===== config.mk =====
export PLATFORM = sky130hd
export DESIGN_NAME = ed_threshold_ctrl
export DESIGN_NICKNAME = d
export VERILOG_FILES = /design/src/rtl/ed_threshold_ctrl.sv
export SDC_FILE = /design/constraint.sdc
export NUM_CORES = 1
export LEC_CHECK = 0
export CORE_UTILIZATION = 25
export DETAILED_ROUTE_END_ITERATION = 8
export GPL_TIMING_DRIVEN = 1
export SLEW_MARGIN = 20
export SYNTH_ARGS = -nofsm -noshare
export SYNTH_HDL_FRONTEND = slang
export SYNTH_SLANG_ARGS = --single-unit

===== constraint.sdc =====
create_clock -name clk -period 2.9 [get_ports clk]
set_input_delay 0.87 -clock clk [delete_from_list [all_inputs] [get_ports clk]]
set_output_delay 0.87 -clock clk [all_outputs]
set_load 0.005 [all_outputs]

===== src/rtl/ed_threshold_ctrl.sv =====
// Energy-detector threshold controller: trains a mean-energy threshold over a
// window of valid samples, then flags samples that exceed it, with a
// refractory period after each detection.
module ed_threshold_ctrl #(
  parameter int TRAIN_LOG2  = 8,
  parameter int SCALE_SHIFT = 3,
  parameter int THR_MIN     = 500,
  parameter int REFRACT     = 16
) (
  input  logic        clk,
  input  logic        rst_n,
  input  logic        start,
  input  logic        retrain,
  input  logic        energy_valid,
  input  logic [31:0] energy_in,
  output logic [31:0] threshold,
  output logic        thr_valid,
  output logic        busy_training,
  output logic        spike_detected,
  output logic [15:0] spike_count
);

  localparam int ACC_W = 32 + TRAIN_LOG2;
  localparam int WIDE_W = 32 + SCALE_SHIFT;
  localparam int REF_W = (REFRACT > 1) ? $clog2(REFRACT) : 1;
  localparam logic [31:0] THR_FLOOR = 32'(THR_MIN);
  localparam logic [TRAIN_LOG2-1:0] CNT_LAST = '1;
  localparam logic [REF_W-1:0] REF_LAST = REF_W'((REFRACT > 0) ? REFRACT - 1 : 0);

  typedef enum logic [2:0] {IDLE, TRAIN, CALC, RUN, REFR} state_t;

  state_t                state_q;
  logic [ACC_W-1:0]      acc_q;
  logic [TRAIN_LOG2-1:0] cnt_q;
  logic [REF_W-1:0]      refr_q;
  logic [31:0]           threshold_q;
  logic                  thr_valid_q;
  logic                  busy_q;
  logic                  spike_q;
  logic [15:0]           spike_cnt_q;

  logic [ACC_W-1:0]      acc_d;
  logic [31:0]           thr_d;

  // Clamp a widened value to the 32-bit threshold range.
  function automatic logic [31:0] sat32(input logic [WIDE_W-1:0] v);
    if ((v >> 32) != '0) return 32'hFFFF_FFFF;
    return v[31:0];
  endfunction

  // Detection counter holds at full scale instead of wrapping.
  function automatic logic [15:0] sat_inc16(input logic [15:0] c);
    return (c == 16'hFFFF) ? c : c + 16'd1;
  endfunction

  // Running sum and the scaled, floored mean that becomes the threshold.
  always_comb begin
    logic [31:0]       mean;
    logic [WIDE_W-1:0] wide;
    logic [31:0]       scaled;
    acc_d  = acc_q + ACC_W'(energy_in);
    mean   = acc_q[ACC_W-1:TRAIN_LOG2];
    wide   = WIDE_W'(mean) << SCALE_SHIFT;
    scaled = sat32(wide);
    thr_d  = (scaled > THR_FLOOR) ? scaled : THR_FLOOR;
  end

  // Control FSM with registered outputs; retrain outranks any detection.
  always_ff @(posedge clk or negedge rst_n) begin
    if (!rst_n) begin
      state_q     <= IDLE;
      acc_q       <= '0;
      cnt_q       <= '0;
      refr_q      <= '0;
      threshold_q <= THR_FLOOR;
      thr_valid_q <= 1'b0;
      busy_q      <= 1'b0;
      spike_q     <= 1'b0;
      spike_cnt_q <= '0;
    end else begin
      spike_q <= 1'b0;
      if ((retrain && state_q != IDLE) || (start && state_q == IDLE)) begin
        state_q     <= TRAIN;
        acc_q       <= '0;
        cnt_q       <= '0;
        refr_q      <= '0;
        spike_cnt_q <= '0;
        thr_valid_q <= 1'b0;
        busy_q      <= 1'b1;
      end else begin
        case (state_q)
          TRAIN: begin
            if (energy_valid) begin
              acc_q <= acc_d;
              cnt_q <= cnt_q + 1'b1;
              if (cnt_q == CNT_LAST) state_q <= CALC;
            end
          end
          CALC: begin
            threshold_q <= thr_d;
            thr_valid_q <= 1'b1;
            busy_q      <= 1'b0;
            state_q     <= RUN;
          end
          RUN: begin
            if (energy_valid && (energy_in > threshold_q)) begin
              spike_q     <= 1'b1;
              spike_cnt_q <= sat_inc16(spike_cnt_q);
              refr_q      <= '0;
              state_q     <= REFR;
            end
          end
          REFR: begin
            if (REFRACT == 0) begin
              state_q <= RUN;
            end else if (energy_valid) begin
              refr_q <= refr_q + 1'b1;
              if (refr_q == REF_LAST) state_q <= RUN;
            end
          end
          default: state_q <= IDLE;
        endcase
      end
    end
  end

  assign threshold      = threshold_q;
  assign thr_valid      = thr_valid_q;
  assign busy_training  = busy_q;
  assign spike_detected = spike_q;
  assign spike_count    = spike_cnt_q;

endmodule


==> results by group, run 1 <==
Status
  – Result of the run: finished, final reports clean

Power and ir drop
  – Switching portion of total power: 41.6%
  – Comb power frac: 60.0%
  – Switching power: 3.70 mW
  – Clock power frac: 13.9%
  – Internal power consumption: 5.20 mW
  – Share of power burned in registers: 26.1%
  – Leakage power figure: 4.65 nW
  – Peak supply drop: 0.303 mV
  – Power density over the cells: 829 nW/µm²

Synthesis
  – Leading area contributor after synthesis: dfrtp_1
  – Proportion of synthesized flip-flops having asynchronous set or reset: 100%
  – Net count after synthesis: 972
  – Ys flop type: dfrtp_1
  – Sequential fraction of the synthesis area: 35.7%
  – EDFF count, synth: 0
  – Unique cell type count in the Yosys netlist: 70
  – Synthesized area divided by synthesized cell count: 8.51 µm²
  – Flip-flop and latch count after synthesis: 105
  – Post-Synthesis Cell Area: 7380 µm²
  – Synth top area share: 33.6%
  – Leading cell types by total area after synthesis: dfrtp_1, ha_1, a21oi_1
  – Count of yosys warnings during synthesis: 0
  – Syn Inst Count: 867

Die
  – Die Y: 174 µm
  – DIE AREA: 30200 µm²
  – Site Rows: 62
  – Die X-Extent: 174 µm
  – Core area: 28900 µm²
  – Top-level port count: 88
  – Starting Density: 25.6%

Min path
  – Hold Path Class: input port to async pin

STA
  – Post-route clock period utilization: 98.8%
  – Pins over their slew limit: 0
  – Setup repair after global routing missed its margin: true
  – Relative slew slack: 59.3%
  – Clock period minus worst slack: 2.87 ns
  – Final Hold Viols: 0
  – Fmax achieved: 0.349 GHz
  – Worst Max-Slew Pin Slew: 0.605 ns
  – Final hold slack: 0.335 ns
  – Total setup violations reported at the end of the flow: 0
  – Worst Skew: 0.0122 ns

Clocking
  – TritonCTS clock tree: done
  – Clk pin slew, worst setup/hold paths: 0.08 ns
  – Clock latency at the later pin of the worst-skew pair: 0.36 ns
  – Clock root buffer: clkbuf_16
  – Total number of clock tree sinks: 105
  – Hold-fix buffer count after cts: 0
  – Maximum buffer depth of the clock tree: 2
  – Level count of the clock H-tree: 3
  – CTS buffer count: 9

Route
  – WL final: 24100 µm
  – Wirelength per Cell: 16.5 µm
  – Drt via density: 4.95
  – Number of design-rule violations left by the first detailed-router iteration: 428
  – Detailed Routing Iterations Pass 1: 5
  – Post-route antenna net violation count: 0
  – Vias after detailed routing: 7234
  – DR DRC count: 0

Worst setup path
  – Nature of the critical path startpoint: input port
  – Launching point of the worst reg2reg path: threshold[26]
  – Type of the worst setup path: input port to register
  – Required time of the critical path: 3.20 ns
  – Reg2reg end: spike_count[5]
  – Maximum fanout encountered on the critical timing path: 6
  – Number of cells on the worst reg-to-reg path: 10
  – Crit path arrival time: 3.16 ns
  – Worst setup EP type: register
  – Reg-to-reg setup timing slack: 0.23 ns

Global routing
  – Antenna violations before repair: 0
  – Peak-usage layer in the global routing report: met2
  – Pin count of the biggest net entering global routing: 49
  – Grt met2 use: 26.5%
  – Global-route congestion overflow total: 0
  – Met1 Resource Use GR: 21.0%
  – GRT met3 Usage: 2.59%
  – Global Route Usage Sum: 16.1%
  – First-pass GRT wire length: 38500 µm
  – Number of global-route vias before repair: 7131

Place
  – Port bufs: 87
  – GP Congestion: 0.885
  – Dpl hpwl: 17700 µm
  – Placed Instances: 1435

Final layout
  – Register cell area after layout: 2640 µm²
  – Layout overhead on the synthesized area: 45.4%
  – Area of the multi-input gates: 5310 µm²
  – Post-layout nets: 1176
  – Number of inserted diodes: 0
  – Post-layout instance count excluding filler cells: 1460
  – Fraction of layout instances using a drive strength above 1: 27.9%
  – Fill cell total of the finished layout: 2896

Job
  – Max Cap Viol: 0
[cells in the mapped netlist (12+ instances only)]
cell      count
a211oi_1     12
xor2_1       13
a21oi_1      95
o22ai_1      14
clkbuf_1     22
ha_1         67
nand2b_1     15
dfrtp_1      99
nand4_1      24
nand3_1      25
inv_1        48
nor2_1       75
a21o_1       19
and3_1       15
nor3_1       14
nand2_1      97
mux2i_1      13
xnor2_1      16
o21ai_0      49
[routing by layer]
layer  vias up  share of wire, %
met1      3492                45
met4         0               2.2
li1       3541                 -
met3        31               4.5
met2       170                48
met5         -                 0
[power by group through the flow]
| stage | logic [mW] | registers [mW] | clock network (mW) |
|---|---|---|---|
| 5_1_grt | 5.90 | 2.40 | 1.33 |
| 2_1_floorplan | 2.58 | 2.21 | 0 |
| 3_5_place_dp | 4.56 | 2.30 | 0 |
| 6_report | 5.34 | 2.32 | 1.23 |
| 3_3_place_gp | 4.50 | 2.30 | 0 |
| 4_1_cts | 4.93 | 2.32 | 1.26 |
[cells in the final DEF, fill, tap and decap left out, types with 20 or more instances in the layout]
master | Yosys | routed
a21oi_1 | 95 | 85
buf_4 | 1 | 136
clkdlybuf4s50_1 | 0 | 54
dfrtp_1 | 99 | 99
ha_1 | 67 | 20
ha_4 | 0 | 46
inv_1 | 48 | 48
nand2_1 | 97 | 96
nand3_1 | 25 | 25
nand4_1 | 24 | 24
nor2_1 | 75 | 75
o21ai_0 | 49 | 38
[stage by stage]
step / power [mW] / worst slack [ns] / area [µm²] / util [%] / setup TNS [ns]
after global placement: 6.80 / -0.846 / 9640 / 33.4 / -36.08
after detailed placement: 6.87 / -0.897 / 9640 / 33.4 / -38.03
final: 8.90 / 0.0345 / 10700 / 37.2 / 0
after floorplan: 4.79 / -0.0282 / 7390 / - / -0.0541
after CTS: 8.52 / 0.000967 / 10400 / 36.0 / 0
after global routing: 9.63 / -0.0198 / 10700 / 37.2 / -0.0588
[registers in the layout (all words and copies together) (netlist names)]
register,count
acc_q,40
busy_training,1
cnt_q,8
refr_q,4
spike_count,16
spike_detected,1
state_q,3
thr_valid,1
threshold,31
[final cells by class]
cell class              instances  area share [%]
clock inverters                 7           0.559
multi-input cells             679            49.4
well taps                     384            4.48
inverters                      48            1.68
clock buffers                   9            2.10
repair buffers                228            17.2
flip-flops and latches        105            24.5
[repair_timing]
item	CTS	global route
resized for setup	114	92
endpoints found under the setup margin	52	38
endpoints found under the hold margin	0	0
pin swaps	55	33
cloned	1	0
buffers inserted	10	1
[worst max path at each step]
stage                     end           from  slack [ns]  depth (start not counted)
3_5_place_dp        acc_q[38]   energy_in[0]       -0.90                         12
3_3_place_gp        acc_q[36]   energy_in[5]       -0.85                         10
4_1_cts        spike_count[5]  energy_in[25]       0.001                         10
6_report       spike_count[5]  energy_in[30]        0.03                         10
5_1_grt        spike_count[5]  energy_in[28]       -0.02                         10
2_1_floorplan       acc_q[28]   energy_in[0]       -0.03                         11
[cell families after synthesis]
family	Yosys count	synth area share, %
and+or+nand+nor	315	20.7
AOI/OAI and AO/OA	253	22.2
DFF	105	35.7
buffers and inverters	84	4.53
adders and majority gates	68	11.6
xor gates and xnor gates	29	3.44
muxes	13	1.76
[worst max-delay path: stages]
cell	delay [ns]
dlygate4sd2_1	0.29
ha_4	0.30
nand4_4	0.13
or2_4	0.27
o22ai_2	0.18
buf_6	0.15
o2111ai_4	0.15
and2_4	0.21
or4_1	0.46
a21oi_1	0.15
(Power assumes the default switching activity.)
==> run 2: changes to the inputs <==
--- a/config.mk
+++ b/config.mk
@@ -8,7 +8,6 @@
 export CORE_UTILIZATION = 25
 export DETAILED_ROUTE_END_ITERATION = 8
 export GPL_TIMING_DRIVEN = 1
-export SLEW_MARGIN = 20
 export SYNTH_ARGS = -nofsm -noshare
 export SYNTH_HDL_FRONTEND = slang
 export SYNTH_SLANG_ARGS = --single-unit
==> results of run 2 <==
No change in the layout: final DEF, timing and power equal those of run 1.
